[src/rtl/vending_controller_pkg.sv]
// Shared definitions for the vending controller slice.
//   state_t   : controller FSM states (IDLE, VEND, CHANGE)
//   id_width  : product id width for a given product count (min 1 bit)
//   ID_W      : id width for the default four-product configuration
//   price     : product price derived from base price and per-id step
package vend_pkg;

    typedef enum logic [1:0] {
        IDLE   = 2'd0,
        VEND   = 2'd1,
        CHANGE = 2'd2
    } state_t;

    function automatic int unsigned id_width(input int unsigned n);
        return (n > 1) ? $clog2(n) : 1;
    endfunction

    localparam int unsigned ID_W = id_width(4);

    function automatic int unsigned price(input int unsigned id,
                                          input int unsigned base,
                                          input int unsigned step);
        return base + id * step;
    endfunction

endpackage

[src/rtl/vending_controller_stock.sv]
// Per-product stock counters.
//   i_clk, i_rst_n            : clock, asynchronous active-low reset
//   i_dec_en, i_dec_id        : take one unit of product i_dec_id
//   i_restock_en, i_restock_id: refill product to STOCK_MAX (beats a decrement)
//   o_nonzero                 : bit i set when product i has stock
module stock_bank #(
    parameter int unsigned N_DRINKS = 4,
    parameter int unsigned SW       = 4,
    parameter int unsigned IDW      = 2
) (
    input  logic                i_clk,
    input  logic                i_rst_n,
    input  logic                i_dec_en,
    input  logic [IDW-1:0]      i_dec_id,
    input  logic                i_restock_en,
    input  logic [IDW-1:0]      i_restock_id,
    output logic [N_DRINKS-1:0] o_nonzero
);

    logic [SW-1:0] r_stock [N_DRINKS];

    // Ids outside 0..N_DRINKS-1 match no counter and are therefore ignored.
    always_ff @(posedge i_clk or negedge i_rst_n) begin
        if (!i_rst_n) begin
            for (int unsigned i = 0; i < N_DRINKS; i++) begin
                r_stock[i] <= '1;
            end
        end else begin
            for (int unsigned i = 0; i < N_DRINKS; i++) begin
                if (i_restock_en && (i_restock_id == IDW'(i))) begin
                    r_stock[i] <= '1;
                end else if (i_dec_en && (i_dec_id == IDW'(i))) begin
                    r_stock[i] <= r_stock[i] - 1'b1;
                end
            end
        end
    end

    always_comb begin
        o_nonzero = '0;
        for (int unsigned i = 0; i < N_DRINKS; i++) begin
            o_nonzero[i] = (r_stock[i] != '0);
        end
    end

endmodule

[src/rtl/vending_controller.sv]
// Multi-product vending controller.
//   clk, rst (async active-low)
//   coin_valid/coin -> coin_reject    : coin credit with overflow rejection
//   sel_valid/sel_id -> deny          : product selection
//   refund_req                        : return all credit via change handshake
//   restock_valid/restock_id          : refill one product
//   dispense_valid/id/ready           : dispense handshake
//   change_valid/amount/ready         : change handshake
//   credit, avail                     : current credit, affordable-and-stocked mask
module vending_controller
    import vend_pkg::*;
#(
    parameter  int unsigned N_DRINKS   = 4,
    parameter  int unsigned CW         = 8,
    parameter  int unsigned PRICE_BASE = 10,
    parameter  int unsigned PRICE_STEP = 5,
    parameter  int unsigned SW         = 4,
    localparam int unsigned IDW        = id_width(N_DRINKS)
) (
    input  logic                clk,
    input  logic                rst,
    input  logic                coin_valid,
    input  logic [CW-1:0]       coin,
    output logic                coin_reject,
    input  logic                sel_valid,
    input  logic [IDW-1:0]      sel_id,
    output logic                deny,
    input  logic                refund_req,
    input  logic                restock_valid,
    input  logic [IDW-1:0]      restock_id,
    output logic                dispense_valid,
    output logic [IDW-1:0]      dispense_id,
    input  logic                dispense_ready,
    output logic                change_valid,
    output logic [CW-1:0]       change_amount,
    input  logic                change_ready,
    output logic [CW-1:0]       credit,
    output logic [N_DRINKS-1:0] avail
);

    state_t                r_state;
    logic [CW-1:0]         r_credit;
    logic [IDW-1:0]        r_dispense_id;
    logic [CW-1:0]         r_change_amount;
    logic                  r_dispense_valid;
    logic                  r_change_valid;
    logic                  r_deny;
    logic                  r_coin_reject;

    logic [N_DRINKS-1:0]   w_nonzero;
    logic [CW:0]           w_sum;
    logic                  w_sel_in_range;
    logic                  w_sel_stock;
    logic [CW-1:0]         w_price;
    logic                  w_sel_ok;
    logic                  w_dec_en;

    // Extra carry bit flags a coin that would wrap the credit register.
    assign w_sum          = {1'b0, r_credit} + {1'b0, coin};
    assign w_sel_in_range = (32'(sel_id) < N_DRINKS);
    assign w_sel_stock    = w_sel_in_range && w_nonzero[sel_id];
    assign w_price        = CW'(price(32'(sel_id), PRICE_BASE, PRICE_STEP));
    assign w_sel_ok       = w_sel_stock && (r_credit >= w_price);
    assign w_dec_en       = (r_state == IDLE) && sel_valid && w_sel_ok;

    stock_bank #(
        .N_DRINKS (N_DRINKS),
        .SW       (SW),
        .IDW      (IDW)
    ) u_stock (
        .i_clk        (clk),
        .i_rst_n      (rst),
        .i_dec_en     (w_dec_en),
        .i_dec_id     (sel_id),
        .i_restock_en (restock_valid),
        .i_restock_id (restock_id),
        .o_nonzero    (w_nonzero)
    );

    always_ff @(posedge clk or negedge rst) begin
        if (!rst) begin
            r_state          <= IDLE;
            r_credit         <= '0;
            r_dispense_id    <= '0;
            r_change_amount  <= '0;
            r_dispense_valid <= 1'b0;
            r_change_valid   <= 1'b0;
            r_deny           <= 1'b0;
            r_coin_reject    <= 1'b0;
        end else begin
            r_deny        <= 1'b0;
            r_coin_reject <= 1'b0;
            case (r_state)
                IDLE: begin
                    // Priority select > refund > coin; a coin that loses
                    // to a handled select/refund is bounced, not queued.
                    if (sel_valid) begin
                        r_coin_reject <= coin_valid;
                        if (w_sel_ok) begin
                            r_credit         <= r_credit - w_price;
                            r_dispense_id    <= sel_id;
                            r_dispense_valid <= 1'b1;
                            r_state          <= VEND;
                        end else begin
                            r_deny <= 1'b1;
                        end
                    end else if (refund_req && (r_credit != '0)) begin
                        r_coin_reject   <= coin_valid;
                        r_change_amount <= r_credit;
                        r_change_valid  <= 1'b1;
                        r_state         <= CHANGE;
                    end else if (coin_valid) begin
                        if (w_sum[CW]) begin
                            r_coin_reject <= 1'b1;
                        end else begin
                            r_credit <= w_sum[CW-1:0];
                        end
                    end
                end
                VEND: begin
                    r_coin_reject <= coin_valid;
                    if (dispense_ready) begin
                        r_dispense_valid <= 1'b0;
                        r_state          <= IDLE;
                    end
                end
                CHANGE: begin
                    r_coin_reject <= coin_valid;
                    if (change_ready) begin
                        r_credit       <= '0;
                        r_change_valid <= 1'b0;
                        r_state        <= IDLE;
                    end
                end
                default: begin
                    r_state <= IDLE;
                end
            endcase
        end
    end

    always_comb begin
        avail = '0;
        for (int unsigned i = 0; i < N_DRINKS; i++) begin
            avail[i] = w_nonzero[i] &&
                       (r_credit >= CW'(price(i, PRICE_BASE, PRICE_STEP)));
        end
    end

    assign coin_reject    = r_coin_reject;
    assign deny           = r_deny;
    assign dispense_valid = r_dispense_valid;
    assign dispense_id    = r_dispense_id;
    assign change_valid   = r_change_valid;
    assign change_amount  = r_change_amount;
    assign credit         = r_credit;

endmodule

[config.mk]
export PLATFORM = sky130hd
export DESIGN_NAME = vending_controller
export DESIGN_NICKNAME = d
export VERILOG_FILES = /design/src/rtl/vending_controller_pkg.sv /design/src/rtl/vending_controller_stock.sv /design/src/rtl/vending_controller.sv
export SDC_FILE = /design/constraint.sdc
export NUM_CORES = 1
export LEC_CHECK = 0
export BUFFER_PORTS_ARGS = -buffer_cell sky130_fd_sc_hd__buf_2
export CORE_ASPECT_RATIO = 1.75
export CORE_MARGIN = 4
export CORE_UTILIZATION = 59
export CTS_BUF_LIST = sky130_fd_sc_hd__clkbuf_8
export CTS_CLUSTER_SIZE = 20
export DETAILED_ROUTE_END_ITERATION = 10
export PLACE_DENSITY = 0.84
export SKIP_LAST_GASP = 1
export SLEW_MARGIN = 20
export SYNTH_ARGS = -nofsm -noshare
export SYNTH_HDL_FRONTEND = slang
export SYNTH_SLANG_ARGS = --single-unit
[constraint.sdc]
create_clock -name clk -period 3.6 [get_ports clk]
set_clock_uncertainty 0.05 [all_clocks]
set_input_delay 0.54 -clock clk [delete_from_list [all_inputs] [get_ports clk]]
set_output_delay 0.54 -clock clk [all_outputs]
set_load 0.01 [all_outputs]
==> results.yml <==
power:
  ir_drop_uv: 547
  power.density_nw_per_um2: 810
  p_leak_nw: 1.52
  seq_power_share: 0.314
  swShare: 0.446
  power_switching_mw: 1.17
  p_clk_frac: 0.140
  p_comb_frac: 0.546
  p_int_mw: 1.46
synthesis:
  synth_area_sq_um: 2850
  synth_seq_cells: 40
  async_flop_share: 1.00
  synth_top_family_by_area: "compound AO/OA/AOI/OAI gates"
  synth_xor_area_frac: 0.0583
  synth_ff_type: "dfrtp_1"
  syn-num-nets: 345
  yosysTopAreaCell: "dfrtp_1"
  synth_cells: 294
  ys_top_cells_by_area: "dfrtp_1, dfstp_2, ha_1"
  synthMuxAreaShare: 0.0504
  yosys.area_share.simple: 0.163
  yosysWarningCount: 0
  synth_adder_area_share: 0.141
  avgSynthCellArea_sq_um: 9.70
  synth_top_area_share: 0.211
  ys_seq_area_frac: 0.358
  synth-edff-count: 0
  ys_types: 59
  synth_compound_area_frac: 0.186
detailed_routing:
  drc: 0
  vias: 2432
  routed_via_density: 6.14
  drt_iter0_drc: 85
  drt_wl_total_microns: 6800
  drtPass1Iterations: 5
  wire_per_inst_microns: 17.2
  ant_nets: 0
run:
  cap_violations: 0
placed_design:
  dp_hpwl_microns: 5370
  port_buffers: 45
  gp_congestion: 0.978
  placed_cell_area_sq_um: 3130
clock_network:
  numClockSinks: 40
  post_cts_buffers: 0
  cts-root-buf: "clkbuf_8"
  path_clk_slew_ns: 0.08
  numCtsBuffers: 5
  insertion_delay_ns: 0.30
  postCtsResizedCells: 0
  htreeDepth: 2
  postCtsHoldBufs: 0
  clockBufferDepth: 2
  cts_tree: "yes"
global_route:
  antenna_found_initial: 0
  gr-total-overflow: 0
  grtUsageTotal: 0.252
  grt_pass1_vias: 2580
  grt_pass1_wl_microns: 11800
  grt_max_degree: 41
final_layout:
  multi_input_area_sq_um: 1710
  final_cell_area_sq_um: 3240
  nets: 394
  drive_gt1_frac: 0.291
  register_area_sq_um: 1020
  diodes: 0
  fill_cells: 369
  area_growth_pct: 13.7
timing:
  setup_viol_count_final: 0
  rsz0062_at_grt: "no"
  max_freq_mhz: 348
  hold_viol: 0
  finalCritPeriodShare: 0.799
  post-route-min-period_ns: 2.87
  relSlewSlack: 0.406
  drv_slew: 0
  tightest_slew_ns: 0.891
  fin_tns_setup_ns: 0
critical_path:
  cp-start-kind: "flop"
  arrival_ns: 3.01
  cp-startpoint: "credit[0]"
  r2r_start: "credit[0]"
  endpoint_kind: "flop"
  cp.required_ns: 3.74
  critPathMaxFanout: 14
  crit_type: "flop to flop"
floorplan:
  initial_utilization: 0.611
  die_w_microns: 60.6
  io_pins: 46
  die_area_sq_um: 6060
  rows: 33
  die_h_microns: 100
  core-area_sq_um: 4670
run_status:
  outcome: "finished, final reports clean"
hold_path:
  hold_path_class: "input port to asynchronous set/reset pin"
==> state kept, by name (all words and copies together), names as in the netlist <==
register	flops
coin_reject	1
dispense_valid	1
deny	1
change_amount	8
dispense_id	2
credit	8
r_state	2
u_stock.r_stock	16
change_valid	1
==> synthesized netlist by cell type, types with 4 or more instances <==
library cell and number:
a21oi_1 23, clkbuf_1 4, dfrtp_1 24, dfstp_2 16
ha_1 29, inv_1 22, mux2_2 9, nand2_1 29
nand2_2 4, nand2b_1 4, nand3_1 10, nand3b_1 4
nor2_1 14, nor3_1 6, nor3b_1 4, o211ai_1 4
o21ai_0 12, o31ai_1 4, xnor2_1 7, xor2_1 12
==> final timing paths <==
path                                    end  cells past startpoint  slack (ns)
setup / recovery                  credit[7]                      9        0.73
hold / removal                    credit[4]                      1        0.32
setup reg to reg                  credit[7]                      9        0.73
hold reg to reg            change_amount[4]                      1        0.46
max in group asynchronous       coin_reject                      1        2.63
min in group clk             dispense_valid                      2        0.41
==> cells in the final DEF, fill, tap and decap left out, types with 3 or more instances in the layout <==
master	Yosys	layout
a21oi_1	23	23
ha_1	29	29
nand2_2	4	4
nand2b_1	4	4
mux2_2	9	9
nand3_1	10	10
dfrtp_1	24	24
o31ai_1	4	4
nor3_1	6	6
nor3b_1	4	4
inv_1	22	22
o211ai_1	4	4
clkbuf_8	0	5
xor2_1	12	12
buf_2	0	45
o21ai_0	12	12
xnor2_1	7	7
buf_4	1	3
nand3b_1	4	4
nor2_1	14	14
nand2_1	29	29
a31oi_1	3	3
nand3_2	3	3
dfstp_2	16	16
==> kinds of logic (layout without fill, tap and decap cells) <==
kind of cell,after synthesis,in the layout
xor gates and xnor gates,19,19
buffers and inverters,30,80
and+or+nand+nor,89,89
adders and majority gates,31,31
AOI/OAI and AO/OA,73,73
muxes,12,12
DFF,40,40
==> critical path, stage by stage, from the launching register on <==
cell and delay [ns]:
dfrtp_1 0.51, inv_1 0.12, ha_1 0.22, fa_1 0.39, nand2b_1 0.18, o2bb2ai_1 0.25
a211oi_2 0.34, o221ai_4 0.24, a31o_2 0.29, a22o_1 0.17
==> power groups by stage <==
stage / Clock [mW] / Sequential [mW] / Combinational (mW)
2_1_floorplan: 0 / 0.826 / 0.986
3_3_place_gp: 0 / 0.826 / 1.38
3_5_place_dp: 0 / 0.831 / 1.42
4_1_cts: 0.373 / 0.823 / 1.43
5_1_grt: 0.391 / 0.849 / 1.60
6_report: 0.368 / 0.825 / 1.43
==> per-stage QoR <==
step	worst slack, ns	power (mW)	hold WS, ns	instances	util
6_report	0.725	2.63	0.317	396	0.695
3_3_place_gp	0.588	2.20	0.435	388	0.671
5_1_grt	0.556	2.84	0.369	396	0.695
3_5_place_dp	0.491	2.25	0.444	388	0.671
2_1_floorplan	0.933	1.81	0.194	294	-
4_1_cts	0.760	2.63	0.338	396	0.695
==> layer usage <==
| metal | up-vias | global-route usage | routed length, microns |
|---|---|---|---|
| met1 | 1176 | 0.281 | 2370 |
| met5 | - | 0 | 0 |
| met2 | 83 | 0.461 | 3890 |
| li1 | 1151 | - | - |
| met3 | 22 | 0.0335 | 331 |
| met4 | 0 | 0.0968 | 211 |
==> area by class of cell <==
type                       count  share of cell area
inverter                      24              0.0278
multi-input combinational    224               0.527
clock inverter                 3              0.0131
timing repair buffer          48              0.0764
clock buffer                   5              0.0212
tap                           52              0.0201
sequential                    40               0.315
(Power assumes the default switching activity.)
